<file path="src/rtl/cpu_regfile_sb.sv">
// cpu_regfile_sb: moxie register file with two registered read ports, one
// write port, optional write-to-read bypass and a pending-write scoreboard.
// Decode reads and reserves destination registers; writeback writes them and
// clears their pending bit.
module cpu_regfile_sb #(
  parameter int DATA_WIDTH = 32,
  parameter int ADDR_WIDTH = 4,
  parameter int BYPASS     = 1
) (
  input  logic                          clk_i,
  input  logic                          rst_ni,
  input  logic                          rd_en_i,
  input  logic [ADDR_WIDTH-1:0]         rd_idx1_i,
  input  logic [ADDR_WIDTH-1:0]         rd_idx2_i,
  output logic [DATA_WIDTH-1:0]         rd_val1_o,
  output logic [DATA_WIDTH-1:0]         rd_val2_o,
  output logic                          rd_valid_o,
  output logic                          rd_busy1_o,
  output logic                          rd_busy2_o,
  input  logic                          wr_en_i,
  input  logic [ADDR_WIDTH-1:0]         wr_idx_i,
  input  logic [DATA_WIDTH-1:0]         wr_val_i,
  input  logic                          rsv_en_i,
  input  logic [ADDR_WIDTH-1:0]         rsv_idx_i,
  output logic [(2**ADDR_WIDTH)-1:0]    busy_o
);

  localparam int NUM_REGS = 2 ** ADDR_WIDTH;

  logic [DATA_WIDTH-1:0] regs_q [NUM_REGS];
  logic [DATA_WIDTH-1:0] regs_d [NUM_REGS];
  logic [NUM_REGS-1:0]   busy_q, busy_d;
  logic [DATA_WIDTH-1:0] rd_val1_q, rd_val1_d;
  logic [DATA_WIDTH-1:0] rd_val2_q, rd_val2_d;
  logic                  rd_valid_q, rd_valid_d;
  logic                  rd_busy1_q, rd_busy1_d;
  logic                  rd_busy2_q, rd_busy2_d;

  logic byp1, byp2;

  // Next array contents and scoreboard: write clears, then reserve sets, so a
  // same-edge reserve (the newer instruction) wins over the older write.
  always_comb begin
    // NOTE: every signal gets a default at the top of always_comb; a path that
    // leaves one unassigned would infer a latch.
    regs_d = regs_q;
    busy_d = busy_q;
    if (wr_en_i) begin
      regs_d[wr_idx_i] = wr_val_i;
      busy_d[wr_idx_i] = 1'b0;
    end
    if (rsv_en_i) begin
      busy_d[rsv_idx_i] = 1'b1;
    end
  end

  // Bypass hit per port: same-edge write to the index being read.
  always_comb begin
    byp1 = (BYPASS != 0) && wr_en_i && (rd_idx1_i == wr_idx_i);
    byp2 = (BYPASS != 0) && wr_en_i && (rd_idx2_i == wr_idx_i);
  end

  // Read ports: hold data and busy flags when idle; on a bypass hit the busy
  // flag reflects only a same-edge reserve, otherwise the pre-edge scoreboard.
  always_comb begin
    rd_val1_d  = rd_val1_q;
    rd_val2_d  = rd_val2_q;
    rd_busy1_d = rd_busy1_q;
    rd_busy2_d = rd_busy2_q;
    rd_valid_d = 1'b0;
    if (rd_en_i) begin
      rd_valid_d = 1'b1;
      if (byp1) begin
        rd_val1_d  = wr_val_i;
        rd_busy1_d = rsv_en_i && (rsv_idx_i == rd_idx1_i);
      end else begin
        rd_val1_d  = regs_q[rd_idx1_i];
        rd_busy1_d = busy_q[rd_idx1_i];
      end
      if (byp2) begin
        rd_val2_d  = wr_val_i;
        rd_busy2_d = rsv_en_i && (rsv_idx_i == rd_idx2_i);
      end else begin
        rd_val2_d  = regs_q[rd_idx2_i];
        rd_busy2_d = busy_q[rd_idx2_i];
      end
    end
  end

  // State registers; reset clears everything, including the register array.
  always_ff @(posedge clk_i or negedge rst_ni) begin
    if (!rst_ni) begin
      // NOTE: the array is reset here because software relies on registers
      // reading as zero after reset; a plain RAM without reset would not.
      for (int i = 0; i < NUM_REGS; i++) regs_q[i] <= '0;
      busy_q     <= '0;
      rd_val1_q  <= '0;
      rd_val2_q  <= '0;
      rd_valid_q <= 1'b0;
      rd_busy1_q <= 1'b0;
      rd_busy2_q <= 1'b0;
    end else begin
      // NOTE: non-blocking assignments here so every flop samples the values
      // from before the edge, independent of statement order.
      regs_q     <= regs_d;
      busy_q     <= busy_d;
      rd_val1_q  <= rd_val1_d;
      rd_val2_q  <= rd_val2_d;
      rd_valid_q <= rd_valid_d;
      rd_busy1_q <= rd_busy1_d;
      rd_busy2_q <= rd_busy2_d;
    end
  end

  assign rd_val1_o  = rd_val1_q;
  assign rd_val2_o  = rd_val2_q;
  assign rd_valid_o = rd_valid_q;
  assign rd_busy1_o = rd_busy1_q;
  assign rd_busy2_o = rd_busy2_q;
  assign busy_o     = busy_q;

endmodule
</file>
<file path="config.mk">
export PLATFORM = sky130hd
export DESIGN_NAME = cpu_regfile_sb
export DESIGN_NICKNAME = d
export VERILOG_FILES = /design/src/rtl/cpu_regfile_sb.sv
export SDC_FILE = /design/constraint.sdc
export NUM_CORES = 1
export LEC_CHECK = 0
export CORE_MARGIN = 1
export CORE_UTILIZATION = 29
export CTS_CLUSTER_DIAMETER = 60
export DETAILED_ROUTE_END_ITERATION = 16
export GPL_TIMING_DRIVEN = 1
export PLACE_DENSITY = 0.48
export SYNTH_ARGS = -nofsm -noshare
export SYNTH_HDL_FRONTEND = slang
export SYNTH_SLANG_ARGS = --single-unit
export TNS_END_PERCENT = 1
</file>
<file path="constraint.sdc">
create_clock -name clk_i -period 1.7 [get_ports clk_i]
set_input_delay 0.34 -clock clk_i [delete_from_list [all_inputs] [get_ports clk_i]]
set_output_delay 0.34 -clock clk_i [all_outputs]
set_load 0.01 [all_outputs]
</file>
# Word-level counts from Yosys, hierarchy flattened
# Cells that the tools add are included.
[word_totals]
reg_bits = 595
out_inout_bits = 83
[classes]
order_cmp = 10
eq_ne = 4
mux = 24
n_bitwise = 6
n_reduce_logical = 7
[op_table]
columns = ["op", "count"]
rows = [
  ["$bwmux 512", 1],
  ["$bmux 32 s4", 2],
  ["$mux 32", 7],
  ["$demux 32 s4", 1],
  ["$mux 16", 2],
  ["$lt 4x5->1 const B", 4],
  ["$and 16x16->16", 1],
  ["$eq 4x4->1", 4],
  ["$not 16->16", 1],
  ["$or 16x16->16", 1],
  ["$ge 5x5->1 const B", 3],
  ["$not 4->5", 3],
  ["$bmux 1 s4", 2],
  ["$demux 1 s4", 2],
  ["$ge 4x1->1 const B", 2],
  ["$logic_and 1x1->1", 7],
  ["$mux 1", 7],
  ["$lt 5x1->1 const B", 1],
]

# Depth between registers and ports, before layout
# Gate-level depths: netlist of the first run.
[logic_depth]
ltp_word = 9
mapped_depth = 8

# Least setup slack after synthesis of the first run
# No wires, ideal clock.
[synth_path]
path_kind = "input-to-reg"
startpoint = "in rd_idx1_i[0]"
endpoint = "reg rd_val1_q[22] (netlist: rd_val1_o[22])"
setup_time_ns = 0.141
t_arrival_ns = 1.701
t_required_ns = 1.559
setup_slack_ns = -0.142
path_stages = 8
cell_sequence = "buf_2 -> buf_6 -> buf_4 -> mux4_2 -> a22oi_1 -> nand2_1 -> nand2_1 -> a31oi_1"
[synth_between]
elab_chain_cells = 5
word_cells_on_any_way = 7
cone_classes = "eq/ne: 1; mux: 4; bitwise: 1; reduce/logical: 1"
[synth_lines]
columns = ["item", "line", "source"]
rows = [
  ["start, declared", "13", "input logic [ADDR_WIDTH-1:0] rd_idx1_i,"],
  ["$not 4->5 (implied by the code)", "77", "rd_val1_d = regs_q[rd_idx1_i];"],
  ["$bmux 32 s4", "77", ""],
  ["$mux 32 (implied by the code) (2 in series)", "77", ""],
  ["$mux 32 (*)", "73", "if (byp1) begin"],
  ["end signal, assigned", "107", "rd_val1_q <= rd_val1_d;"],
  ["end, declared", "33", "logic [DATA_WIDTH-1:0] rd_val1_q, rd_val1_d;"],
]
# Every way passes the cells marked *; elsewhere a longest branch is shown, timed or not. The select of a mux whose other input is x is not followed.
# A chain may end at the register's enable or synchronous reset.

==> results_dict.tcl, run 1 <==
set metrics [dict create \
    routabilityCongestion 0.803 \
    yosysMostFrequentCell "dfrtp_1" \
    ant_nets 0 \
    vias 20500 \
    regToRegSetupSlack_ns 0.05 \
    synth.top_cell.area_share 0.484 \
    fp.dieH_um 328 \
    slowest_stage "clkdlybuf4s50_1" \
    wl_um 103000 \
    yosysUniqueCellTypes 31 \
    grtUsageTotal 0.193 \
    yosysSeqAreaShare 0.484 \
    peakVddDrop_mv 0.653 \
    report.final.slew_viol_count 0 \
    ios 136 \
    drtIter0Drc 1532 \
    syn_area_mm2 0.0308 \
    total_power_w 0.0472 \
    maxCapViolations 0 \
    worst_slew_pin_slew_ns 0.411 \
    power_density_mw_per_mm2 1220 \
    hold_class "input port to flip-flop" \
    end_kind "flip-flop" \
    grt_max_degree 72 \
    cts.sinks 595 \
    drc 0 \
    start_util 0.292 \
    rsz0062_at_grt "false" \
    row_count 119 \
    synth_edf_count 0 \
    synthTopCellsByArea "dfrtp_1 48%, mux4_2 19%, mux2_2 18%, a22oi_1 3.1%, nand2_1 2.5%" \
    critical_path_required_ns 2.20 \
    cp_cell_sequence "clkdlybuf4s50_1 > buf_4 > nor3b_2 > nor2b_4 > buf_12 > mux2_2" \
    max-clock-path-buffers 3 \
    synth_common_cells "595 x dfrtp_1, 503 x mux2_2, 264 x mux4_2" \
    critPathBufInv 3 \
    setup_viol 0 \
    drt_pass1_iterations 7 \
    die_x_um 328 \
    fmax_ghz 0.589 \
    clock_latency_ns 0.63 \
    yosys.area.top_type "dfrtp_1" \
    place_ws_ns -0.736 \
    period_share 0.999 \
    power_leakage_nw 16.0 \
    ys_warn_count 0 \
    post_drt_wl_per_cell_um 26.7 \
    synth-main-ff-cell "dfrtp_1" \
    async_flop_share 1.00 \
    maxSlewHeadroom 0.726 \
    grt_pass1_wl_um 154000 \
    design_area_mm2 0.0387 \
    crit_fanout 20 \
    postPlaceCellArea_mm2 0.0360 \
    status "complete, no violations" \
    final_layout_size_suffix_gt1_frac 0.497 \
    period_needed_ns 1.70 \
    areaGrowthSynthToFinish_pct 25.7 \
    cp_top_family "buffers and inverters" \
    grt_overflow_total 0 \
    syn_avg_cell_area_um2 14.3 \
    slowest_delay_ns 0.46 \
    cts_tree "yes" \
    syn-instance-count 2147 \
    antenna_cells 0 \
    root_buffer "clkbuf_16" \
    arrival_ns 2.19 \
    cts_made_buffers 80 \
    fillCellCount 9943 \
    fin_ws_ns 0.00185 \
    ys_seq_elements 595 \
    grt_antenna_before_repair 2 \
    place_hpwl_um 66900 \
    syn-num-nets 2200 \
    htreeDepth 3 \
    hold_viol_final 0 \
    clk_pin_slew_ns 0.06 \
    die-area_mm2 0.107 \
    finalNetCount 2453 \
    path_class "input port to flip-flop" \
    viasPerCell 5.33 \
    io_buffers 135 \
    startpoint_type "input port" \
    final.setup_skew_ns 0.0279 \
    grt_pass1_vias 22000 \
    coreArea_mm2 0.105 \
]
==> layout by cell type (no fill, tap or decap), types with 66 or more instances in the layout <==
cell type / n
nand2_1: 203
dfrtp_1: 585
mux4_2: 264
clkbuf_16: 84
buf_4: 142
a22oi_1: 125
nor2_1: 68
buf_12: 102
a31oi_1: 66
mux2_2: 503
==> cells by family after synthesis <==
logic type | share of synthesized area
muxes | 0.383
AOI/OAI and AO/OA | 0.0492
xor gates and xnor gates | 0.00456
DFF | 0.484
and+or+nand+nor | 0.0427
buffers and inverters | 0.0368
==> layout make-up <==
class | instances | area, µm² | share of cell area
flip-flops and latches | 595 | 14900 | 0.386
multi-input cells | 1336 | 14900 | 0.386
well taps | 1391 | 1740 | 0.0450
repair buffers | 386 | 4450 | 0.115
clock buffers | 109 | 2340 | 0.0604
clock inverters | 32 | 294 | 0.00761
inverters | 1 | 3.75 | 0.0000971
==> power breakdown <==
part	switching [W]	total [W]	internal [W]
Combinational	0.00424	0.0107	0.00641
Clock	0.00660	0.0167	0.0101
Sequential	0.00240	0.0198	0.0174
Total	0.0132	0.0472	0.0339
==> stage by stage <==
step	std cells	hold slack (ns)	utilization	TNS [ns]
3_3_place_gp	3704	0.205	0.342	-303.23
6_report	3850	0.102	0.367	0
2_1_floorplan	2147	0.0444	-	-0.0499
3_5_place_dp	3704	0.199	0.342	-303.76
5_1_grt	3850	0.0985	0.367	0
4_1_cts	3850	0.0784	0.367	-0.00571
==> worst register-to-register path, delay by kind of cell (launching register included) <==
family | cells | cell delay (ns)
AO/OA/AOI/OAI | 2 | 0.41
multiplexers | 1 | 0.50
AND/OR/NAND/NOR | 2 | 0.22
flip-flops | 1 | 0.39
==> per-layer routing <==
metal	routed length, µm	vias up	global-route usage	part of all wire
li1	-	8669	-	-
met4	1910	2	0.0444	0.019
met3	4940	124	0.0287	0.048
met1	46400	11200	0.270	0.45
met2	49600	582	0.314	0.48
met5	7	-	0	0.000068
==> sequential cells by signal, indices dropped and copies added, names as in the netlist <==
register	count
regs_q	512
rd_val1_o	32
rd_val2_o	32
busy_o	16
rd_busy1_o	1
rd_busy2_o	1
rd_valid_o	1
==> repair_timing <==
action,in CTS,in global routing
hold buffers,1,0
pin swaps,0,2
setup endpoints to repair,99,66
setup buffers,4,0
hold endpoints to repair,246,0
resized for setup,175,15
==> path summary, 6_finish.rpt <==
check	startpoint	to	cells past startpoint
min in group asynchronous	rst_ni	regs_q[448]	2
hold / removal	rd_en_i	rd_valid_o	2
max in group asynchronous	rst_ni	rd_val2_o[26]	4
setup / recovery	wr_en_i	regs_q[387]	6
setup reg to reg	regs_q[194]	rd_val1_o[2]	5
hold reg to reg	regs_q[239]	regs_q[239]	1
Power figures use the tool's default switching activity.
==> inputs of run 2 (changes only) <==
--- a/config.mk
+++ b/config.mk
@@ -10,7 +10,6 @@
 export CTS_CLUSTER_DIAMETER = 60
 export DETAILED_ROUTE_END_ITERATION = 16
 export GPL_TIMING_DRIVEN = 1
-export PLACE_DENSITY = 0.48
 export SYNTH_ARGS = -nofsm -noshare
 export SYNTH_HDL_FRONTEND = slang
 export SYNTH_SLANG_ARGS = --single-unit
==> run 2 against run 1 <==
Effect of this change: the flow now finishes with violations (setup timing); clock-buffer cell count is 8 lower; sequential power about the same; utilization fell by 0.40 points; sequential cell count stayed put; setup slack got worse by 0.030 ns; global-route usage fell by 1.0 points; power shrank 2.8%; critical path depth shrank 5; final cell count fell by 0.70%; sequential share of layout area increased by 0.42 points; clock power fell by 7%; routed wire length fell by 5.8%.
==> results_dict.tcl, run 2 (synthesis gave the netlist of run 1 again) <==
set metrics [dict create \
    status "complete, but fails checks" \
    violations "setup timing" \
    critPathBufInv 1 \
    drtIter0Drc 1798 \
    path_class "flip-flop to primary output" \
    period_share 1.02 \
    cts.sinks 595 \
    fp.dieH_um 328 \
    power_leakage_nw 15.8 \
    cts_made_buffers 74 \
    vias 20800 \
    end_kind "primary output" \
    ios 136 \
    fmax_ghz 0.579 \
    power_density_mw_per_mm2 1200 \
    post_drt_wl_per_cell_um 25.3 \
    die-area_mm2 0.107 \
    setup_viol 2 \
    place_hpwl_um 63400 \
    slowest_delay_ns 0.46 \
    period_needed_ns 1.73 \
    fin_ws_ns -0.0282 \
    p_sw_w 0.0129 \
    regToRegSetupSlack_ns 0.07 \
    layout_common_cells "587 x dfrtp_1, 503 x mux2_2, 264 x mux4_2, 201 x nand2_1, 133 x buf_4" \
    clock_latency_ns 0.62 \
    final_layout_size_suffix_gt1_frac 0.482 \
    power.share.sequential 0.433 \
    cts_tree "yes" \
    clkPwrFrac 0.339 \
    grtUsageTotal 0.183 \
    grt_pass1_vias 22400 \
    htreeDepth 3 \
    worstHoldStart "rd_en_i" \
    slowest_stage "dfrtp_2" \
    rsz0062_at_grt "true" \
    maxSlewHeadroom 0.707 \
    routabilityCongestion 0.837 \
    hold_viol_final 0 \
    cp_top_family "flip-flops" \
    grt_overflow_total 0 \
    grt_antenna_before_repair 0 \
    wl_um 96800 \
    place_ws_ns -0.590 \
    io_buffers 135 \
    clk_pin_slew_ns 0.06 \
    p_sw_frac 0.281 \
    arrival_ns 1.39 \
    report.final.slew_viol_count 0 \
    hold_class "input port to flip-flop" \
    fin_util 0.363 \
    startpoint_type "flip-flop" \
    holdPathStages 2 \
    max-clock-path-buffers 3 \
    whs_ns 0.112 \
    row_count 119 \
    coreArea_mm2 0.105 \
    viasPerCell 5.45 \
    path_depth 1 \
    maxCapViolations 0 \
    crit_fanout 4 \
    cp_cell_sequence "clkdlybuf4s15_2" \
    peakVddDrop_mv 0.781 \
    top_register "regs_q" \
    power_frac_comb 0.228 \
    total_power_w 0.0458 \
    drt_pass1_iterations 7 \
    start_util 0.292 \
    final.setup_skew_ns 0.0222 \
    whs_endpoint "rd_val2_o[1]" \
    root_buffer "clkbuf_16" \
    areaGrowthSynthToFinish_pct 24.3 \
    r2r-end "rd_val1_o[4]" \
    grt_max_degree 72 \
    reg2reg_from "regs_q[196]" \
    critical_path_required_ns 1.36 \
    power.internal_w 0.0330 \
    r2r_cells 5 \
    finalNetCount 2430 \
    drc 0 \
    worst_slew_pin_slew_ns 0.440 \
    largest_reg_flops 512 \
    die_x_um 328 \
    mostFrequentLayoutCell "dfrtp_1" \
    grt_pass1_wl_um 148000 \
    ant_nets 0 \
]
## run 2: changes by cell type in the layout (fill, tap and decap cells not counted), sizes merged, moves of 2 or more
cell           delta
buf              -35
clkbuf            -3
clkdlybuf4s15     +2
clkinv            -8
dlygate4sd2      +11
inv               +3
## run 2: worst max-delay path by stage
stage / startpoint / to
CTS: busy_o[6] / busy_o[6]
detailed placement: wr_idx_i[2] / rd_val2_o[11]
global route: busy_o[6] / busy_o[6]
global placement: wr_idx_i[2] / rd_busy2_o
finish: busy_o[7] / busy_o[7]
floorplan: rd_idx1_i[0] / rd_val1_o[28]
## run 2: final cells by class
| cell class | instances | area (µm²) |
|---|---|---|
| Fill cell | 9857 | 67000 |
| Tap cell | 1391 | 1740 |
| Antenna cell | 1 | 2.50 |
| Timing Repair Buffer | 369 | 4290 |
| Inverter | 1 | 3.75 |
| Sequential cell | 595 | 14900 |
| Multi-Input combinational cell | 1336 | 14900 |
| Clock buffer | 101 | 2080 |
| Clock inverter | 29 | 320 |
## run 2: what timing repair did
item | 4_1_cts | 5_1_grt
hold endpoints to repair | 67 | 0
pin swaps | 0 | 1
hold buffers | 1 | 0
setup buffers | 2 | 0
resized for setup | 118 | 17
setup endpoints to repair | 83 | 55
## run 2: power groups by stage
stage          combinational, W  clock [W]  sequential (W)
2_1_floorplan           0.00710          0          0.0193
3_3_place_gp             0.0104          0          0.0196
3_5_place_dp             0.0107          0          0.0200
4_1_cts                  0.0105     0.0159          0.0198
5_1_grt                  0.0112     0.0165          0.0203
6_report                 0.0105     0.0155          0.0198
## run 2: metrics by stage
step | cell area, µm² | cells | setup TNS, ns
3_5_place_dp | 35900 | 3689 | -272.08
6_report | 38200 | 3823 | -0.0414
5_1_grt | 38200 | 3822 | -0.102
3_3_place_gp | 35900 | 3689 | -279.43
2_1_floorplan | 30900 | 2147 | -0.0499
4_1_cts | 38200 | 3822 | -0.117
## run 2: metal layers
metal  wire length (µm)  vias to the layer above  global-route usage
li1                   -                     8642                   -
met5                 80                        -             0.00532
met1              42000                    11300               0.252
met2              46400                      760               0.294
met4               1840                        2              0.0426
met3               6480                      138              0.0368
